`config.mk`:
```
export PLATFORM = sky130hd
export DESIGN_NAME = regfile_write_queue
export DESIGN_NICKNAME = d
export VERILOG_FILES = /design/src/rtl/regfile_write_queue.sv
export SDC_FILE = /design/constraint.sdc
export NUM_CORES = 1
export LEC_CHECK = 0
export CAP_MARGIN = 10
export CORE_MARGIN = 8
export CORE_UTILIZATION = 30
export CTS_CLUSTER_SIZE = 16
export DETAILED_ROUTE_END_ITERATION = 10
export GPL_TIMING_DRIVEN = 0
export PLACE_DENSITY = 0.57
export RECOVER_POWER = 25
export SYNTH_ARGS = -nofsm -noshare
export SYNTH_HDL_FRONTEND = slang
export SYNTH_SLANG_ARGS = --single-unit
```
`constraint.sdc`:
```
create_clock -name clk -period 6.9 [get_ports clk]
set_clock_uncertainty 0.15 [all_clocks]
set_input_delay 1.38 -clock clk [delete_from_list [all_inputs] [get_ports clk]]
set_output_delay 1.38 -clock clk [all_outputs]
set_load 0.02 [all_outputs]
```
`src/rtl/regfile_write_queue.sv`:
```
// In-order register-file write queue merging WB and auxiliary writebacks.
// Drains one entry per cycle and exposes pending-destination and bypass lookup.
module regfile_write_queue #(
  parameter int unsigned DEPTH  = 4,
  parameter int unsigned DATA_W = 32,
  parameter int unsigned ADDR_W = 5
) (
  input  logic                      clk,
  input  logic                      rst,
  input  logic                      wb_valid,
  input  logic [ADDR_W-1:0]         wb_reg,
  input  logic [DATA_W-1:0]         wb_data,
  input  logic                      aux_valid,
  input  logic [ADDR_W-1:0]         aux_reg,
  input  logic [DATA_W-1:0]         aux_data,
  output logic                      aux_ready,
  output logic                      rf_write,
  output logic [ADDR_W-1:0]         rf_reg,
  output logic [DATA_W-1:0]         rf_data,
  input  logic [ADDR_W-1:0]         lookup_reg,
  output logic                      lookup_hit,
  output logic [DATA_W-1:0]         lookup_data,
  output logic [31:0]               pending_mask,
  output logic [$clog2(DEPTH):0]    count
);

  localparam int unsigned PTR_W = $clog2(DEPTH);
  localparam int unsigned CNT_W = $clog2(DEPTH) + 1;

  typedef struct packed {
    logic [ADDR_W-1:0] rd;
    logic [DATA_W-1:0] data;
  } entry_t;

  entry_t           mem_q [DEPTH];
  logic [PTR_W-1:0] rd_ptr;
  logic [PTR_W-1:0] wr_ptr;
  logic [PTR_W-1:0] wr_ptr_nxt;
  logic [PTR_W-1:0] aux_slot;
  logic [CNT_W-1:0] count_nxt;
  logic             wb_push;
  logic             aux_push;
  logic             pop;
  entry_t           head;

  function automatic logic [PTR_W-1:0] ptr_inc(input logic [PTR_W-1:0] p);
    return (32'(p) == DEPTH - 1) ? '0 : p + PTR_W'(1);
  endfunction

  // Push/pop decisions; register 0 writes are accepted but never stored
  always_comb begin
    aux_ready  = (count < CNT_W'(DEPTH));
    wb_push    = wb_valid && (wb_reg != '0);
    aux_push   = aux_valid && aux_ready && (aux_reg != '0);
    pop        = (count != '0);
    aux_slot   = wb_push ? ptr_inc(wr_ptr) : wr_ptr;
    wr_ptr_nxt = aux_push ? ptr_inc(aux_slot) : aux_slot;
    count_nxt  = count - CNT_W'(pop) + CNT_W'(wb_push) + CNT_W'(aux_push);
  end

  always_ff @(posedge clk or posedge rst) begin
    if (rst) begin
      rd_ptr <= '0;
      wr_ptr <= '0;
      count  <= '0;
      for (int unsigned i = 0; i < DEPTH; i++) mem_q[i] <= '0;
    end else begin
      if (pop) rd_ptr <= ptr_inc(rd_ptr);
      wr_ptr <= wr_ptr_nxt;
      count  <= count_nxt;
      if (wb_push)  mem_q[wr_ptr]   <= '{rd: wb_reg,  data: wb_data};
      if (aux_push) mem_q[aux_slot] <= '{rd: aux_reg, data: aux_data};
    end
  end

  always_comb begin
    head     = mem_q[rd_ptr];
    rf_write = (count != '0);
    rf_reg   = rf_write ? head.rd   : '0;
    rf_data  = rf_write ? head.data : '0;
  end

  // Scan oldest to youngest so the youngest match overrides older ones
  always_comb begin
    int unsigned slot;
    entry_t      ent;
    slot         = 0;
    ent          = '0;
    pending_mask = '0;
    lookup_hit   = 1'b0;
    lookup_data  = '0;
    for (int unsigned i = 0; i < DEPTH; i++) begin
      slot = 32'(rd_ptr) + i;
      if (slot >= DEPTH) slot = slot - DEPTH;
      ent = mem_q[PTR_W'(slot)];
      if (i < 32'(count)) begin
        pending_mask[ent.rd] = 1'b1;
        if ((lookup_reg != '0) && (ent.rd == lookup_reg)) begin
          lookup_hit  = 1'b1;
          lookup_data = ent.data;
        end
      end
    end
    pending_mask[0] = 1'b0;
  end

endmodule

```
==> run summary, run 1 <==
DR iter-0 viols: 1688
synth cell count leaders: 201 x nand2_1, 155 x dfrtp_1, 154 x o21ai_0
top post-synthesis cells by area: dfrtp_1 29%, mux4_2 25%, mux2i_1 11%
CTS HTree Levels: 4
DRC Markers: 0
Detail Placement HPWL: 40800 um
Layout Nets: 1624
global placement routability congestion: 0.904
Worst-path clk slew: 70 ps
CTS tree: yes
number of library cell types mapped by synthesis: 48
Routed wire per std cell: 26.4 um
max-slew violation count: 158
status: complete, but fails checks
Worst Setup Start Kind: flop
crit path DAT: 4810 ps
Setup Buffers After CTS: 0
total gr overflow: 0
total CTS buffers: 17
top-area cell type share of the netlist area: 0.289
largest fanout on the critical path: 10
RSZ-0062 raised after global routing: no
DP Worst Slack: 820 ps
failing checks: capacitance limit, slew limit
CTS root buf: clkbuf_16
die area: 51800 um^2
count of flip-flops with a built-in enable after synthesis: 0
Worst Hold Class: reg2reg
hold buffers post-CTS: 0
Sink Count: 155
initial antenna violation count: 3
IO Port Bufs: 183
DP Area: 16000 um^2
post-synth top area cell: dfrtp_1
Post-synth ARST share: 1.00
final core occ: 0.376
Die Y: 228 um
crit share post-route: 0.918
Max Fclk: 158 MHz
synthesized flop and latch total: 155
top_reg_cell synth: dfrtp_1
Synth warnings: 0
vias post-DR: 12847
most common cell in the netlist: nand2_1
Die W: 228 um
Req. time, crit path: 5370 ps
placed cell count: 2099
first-pass GRT wire length: 83700 um
IO Pins: 190
sequential area share after synthesis: 0.289
Mapped Area: 13400 um^2
CP endpoint kind: output pin
Total GRT Usage: 0.215
core area: 44200 um^2
DR pass1 iterations: 5
largest net degree at the start of global routing: 85
layout cell share with drive strength beyond 1: 0.148
final hold vios: 0
max cap viols: 2
final setup vio count: 0
Longest Clk Path Bufs: 2
finished layout cell area: 16600 um^2
min cycle time layout: 6340 ps
Final Non-Filler Cells: 2134
Routed Antenna Nets: 0
vias in the first global route: 12862
Worst Tran Pin Value: 3330 ps
WL final: 56400 um
final setup margin: 562 ps
Vias/cell: 6.02
Mean Syn Cell Area: 10.2 um^2
cell leakage power: 0.00676 uW
site row count: 77
clock latency reported for the late side of the worst-skew pair: 450 ps
cts repair resizes: 0
WS Path Type: reg2out
maximum VDD drop: 0.358 mV
P&R area growth vs syn: 23.9%
Slew Limit Headroom: -1.23
PwrDens: 659 nW/um^2
Mapped Nets: 1418
cell count after synthesis: 1321
starting density of the core: 0.304
state kept, by name (all words and copies together), names as in the netlist:
| register | count |
|---|---|
| wr_ptr | 2 |
| mem_q | 148 |
| rd_ptr | 2 |
| count | 3 |
path summary, 6_finish.rpt:
check / startpoint / to / slack [ps] / depth (start not counted)
max in group asynchronous: rst / mem_q[63] / 1150 / 3
hold reg to reg: mem_q[10] / mem_q[10] / 490 / 2
hold / removal: mem_q[10] / mem_q[10] / 490 / 2
setup reg to reg: count[2] / count[2] / 3240 / 8
setup / recovery: rd_ptr[1] / lookup_data[14] / 560 / 11
min in group asynchronous: rst / mem_q[43] / 2180 / 2
cells by family after synthesis:
kind of cell | after synthesis | synth area share
DFF | 155 | 0.289
AOI/OAI and AO/OA | 284 | 0.140
adders and majority gates | 14 | 0.0142
other | 1 | 0.000279
and+or+nand+nor | 369 | 0.125
buffers and inverters | 174 | 0.0554
xor gates and xnor gates | 21 | 0.0137
muxes | 303 | 0.363
stage by stage:
stage,hold slack (ps),total power (uW),TNS [ps]
2_1_floorplan,428,6990,0
3_3_place_gp,461,9700,-190790
3_5_place_dp,479,9840,0
4_1_cts,491,10900,0
5_1_grt,524,11600,0
6_report,491,11000,0
where the power goes:
group / total [uW] / switching [uW] / internal [uW]
Sequential: 2000 / 625 / 1380
Clock: 997 / 426 / 571
Combinational: 7960 / 4390 / 3580
critical path, cell delays in order (launching register included):
cell and delay (ps):
dfrtp_1 470, ha_1 330, buf_6 140, buf_6 170
mux4_2 590, xor2_1 210, a211oi_4 480, clkbuf_1 600
nand3_1 160, o31a_1 140, o221ai_1 370, clkdlybuf4s50_1 710
cell type report:
cell class / instances / area, um^2
tap: 592 / 741
timing repair buffer: 187 / 1860
inverter: 52 / 196
fill: 4383 / 27600
multi-input combinational: 992 / 8810
antenna: 3 / 7.51
clock inverter: 13 / 168
buffer: 122 / 549
sequential: 155 / 3880
clock buffer: 18 / 429
layer usage:
layer	share of wire	up-vias	GRT usage	routed length, um
met2	0.47	793	0.342	26500
met5	0.00023	-	0	13
met3	0.096	124	0.0478	5430
met1	0.40	6492	0.279	22300
li1	-	5436	-	-
met4	0.038	2	0.0906	2160
cells in the final DEF (no fill, tap or decap), types with 5 or more instances in the layout:
cell / count
clkbuf_1: 76
nor2b_1: 8
xor2_1: 6
clkdlybuf4s50_1: 182
inv_1: 51
a221o_1: 45
nand3_1: 38
o221ai_1: 12
mux4_2: 147
buf_2: 29
nand2_1: 201
and2_1: 5
xnor2_1: 15
nand3b_1: 5
nand2b_1: 8
buf_6: 6
ha_1: 12
o22ai_1: 20
a21oi_1: 5
o31ai_1: 20
clkbuf_16: 17
nor4b_1: 20
mux2i_1: 152
dfrtp_1: 155
buf_1: 10
nor3_1: 11
o21ai_0: 154
nor2_1: 59
o31a_1: 12
o211ai_1: 6
(Power assumes the default switching activity.)
==> inputs of run 2 (changes only) <==
--- a/config.mk
+++ b/config.mk
@@ -6,13 +6,14 @@
 export NUM_CORES = 1
 export LEC_CHECK = 0
 export CAP_MARGIN = 10
-export CORE_MARGIN = 8
+export CORE_MARGIN = 2
 export CORE_UTILIZATION = 30
 export CTS_CLUSTER_SIZE = 16
 export DETAILED_ROUTE_END_ITERATION = 10
 export GPL_TIMING_DRIVEN = 0
-export PLACE_DENSITY = 0.57
+export PLACE_DENSITY = 0.53
 export RECOVER_POWER = 25
 export SYNTH_ARGS = -nofsm -noshare
 export SYNTH_HDL_FRONTEND = slang
 export SYNTH_SLANG_ARGS = --single-unit
+export TNS_END_PERCENT = 20
==> run 2 against run 1 <==
  * Worst setup slack got worse by 70 ps
  * Clock-buffer cell count increased by 1
  * Sequential power about the same
  * Global-route usage increased by 2.6 points
  * Largest cell class unchanged
  * Non-clock buffer count decreased by 1
  * Critical path depth unchanged
  * The run still ends with capacitance limit, slew limit left
  * Cell count about the same
  * Sequential share of layout area decreased by 0.059 points
  * Flip-flop and latch count unchanged
  * Hold slack improved by 6.1 ps
  * Combinational power about the same
==> run summary, run 2 (same netlist as run 1, synthesis figures left out) <==
failing checks: capacitance limit, slew limit
Sink Count: 155
status: complete, but fails checks
layout cell share with drive strength beyond 1: 0.148
DR iter-0 viols: 1708
max cap viols: 2
starting density of the core: 0.304
Largest register FFs: 148
cts repair resizes: 0
Largest Register: mem_q
Slew Limit Headroom: -1.43
WS Path Type: reg2out
max-slew violation count: 158
Worst-path clk slew: 70 ps
Routed Antenna Nets: 0
Largest regs: mem_q x148, count x3
Routed wire per std cell: 26.3 um
min cycle time layout: 6410 ps
global placement routability congestion: 0.899
IO Pins: 190
DRC Markers: 0
largest net degree at the start of global routing: 80
sequential share of power: 0.180
Worst Hold Class: reg2reg
Total GRT Usage: 0.240
final setup margin: 493 ps
IO Port Bufs: 183
site row count: 77
largest fanout on the critical path: 10
first-pass GRT wire length: 83500 um
final hold vios: 0
Final Non-Filler Cells: 2133
final setup vio count: 0
CTS root buf: clkbuf_16
Vias/cell: 5.98
Max Fclk: 156 MHz
commonest non-fill, non-tap cells in the layout: 201 x nand2_1, 182 x clkdlybuf4s50_1, 155 x dfrtp_1
Die Y: 216 um
CTS tree: yes
power consumption: 11100 uW
Req. time, crit path: 5370 ps
power share of the clock group: 0.099
CP endpoint kind: output pin
vias post-DR: 12760
logic gate share of total power: 0.721
sw frac: 0.493
Setup TNS: 0 ps
HP Start: mem_q[93]
PwrDens: 662 nW/um^2
Worst Setup Start Kind: flop
Die W: 216 um
DR pass1 iterations: 8
maximum VDD drop: 0.276 mV
critical path startpoint: rd_ptr[1]
total gr overflow: 0
clock latency reported for the late side of the worst-skew pair: 450 ps
FF-to-FF Start: count[0]
WL final: 56200 um
Worst Tran Pin Value: 3630 ps
DP Worst Slack: 829 ps
Setup Buffers After CTS: 0
Psw: 5450 uW
initial antenna violation count: 1
Longest Clk Path Bufs: 2
RSZ-0062 raised after global routing: no
finished layout cell area: 16700 um^2
cell leakage power: 0.00678 uW
total CTS buffers: 17
Detail Placement HPWL: 39800 um
hold buffers post-CTS: 0
commonest non-fill, non-tap cell in the layout: nand2_1
Filler Cell Count: 4396
P&R area growth vs syn: 24.2%
crit share post-route: 0.929
vias in the first global route: 12532
CTS HTree Levels: 4
cell-internal power: 5600 uW
placed cell count: 2099
core area: 44200 um^2
DP Area: 16000 um^2
crit path DAT: 4880 ps
die area: 46500 um^2
Layout Nets: 1623
[run 2: cell count changes in the layout (fill, tap and decap cells not counted), sizes merged]
cell | previous run | this run
buf | 50 | 49
bufinv | 3 | 5
clkbuf | 94 | 95
clkinv | 5 | 4
diode | 3 | 2
inv | 54 | 53
[run 2: area by class of cell]
cell class	instances	area [um^2]	share of cell area
Multi-Input combinational cell	992	8810	0.528
Clock inverter	13	214	0.0128
Clock buffer	19	443	0.0266
Inverter	52	196	0.0118
Sequential cell	155	3880	0.233
Timing Repair Buffer	186	1850	0.111
Buffer	122	549	0.0329
Antenna cell	2	5.00	0.000300
Tap cell	592	741	0.0444
[run 2: final timing paths]
kind                                    to  cells past startpoint  slack (ps)
min reg2reg                      mem_q[93]                      2         500
max reg2reg                       count[2]                      8        2920
max in group asynchronous        mem_q[58]                      3        1150
max                        lookup_data[14]                     11         490
min in group asynchronous         mem_q[6]                      2        2260
min                              mem_q[93]                      2         500
[run 2: layer usage]
layer  track usage  vias to the layer above  part of all wire
met3        0.0526                      121             0.083
met4        0.0959                        0             0.037
met5             0                        -                 0
met2         0.387                      708              0.48
li1              -                     5441                 -
met1         0.314                     6490              0.40
[run 2: stage by stage]
| step | hold WS [ps] | utilization |
|---|---|---|
| detailed placement | 482 | 0.363 |
| global placement | 460 | 0.362 |
| global route | 529 | 0.377 |
| finish | 497 | 0.377 |
| floorplan | 428 | - |
| CTS | 499 | 0.378 |
[run 2: critical path, cell delays in order (launching register included)]
cell	delay, ps
dfrtp_1	490
ha_1	340
buf_6	140
buf_6	170
mux4_2	590
xor2_1	200
a211oi_4	490
clkbuf_1	660
nand3_1	150
o31a_1	150
o221ai_1	350
clkdlybuf4s50_1	690
[run 2: power by group through the flow]
stage / clock network [uW] / logic, uW / registers, uW
2_1_floorplan: 0 / 5230 / 1760
3_3_place_gp: 0 / 7810 / 1930
3_5_place_dp: 0 / 7880 / 1980
4_1_cts: 1090 / 7910 / 1960
5_1_grt: 1140 / 8440 / 2060
6_report: 1090 / 7970 / 1990
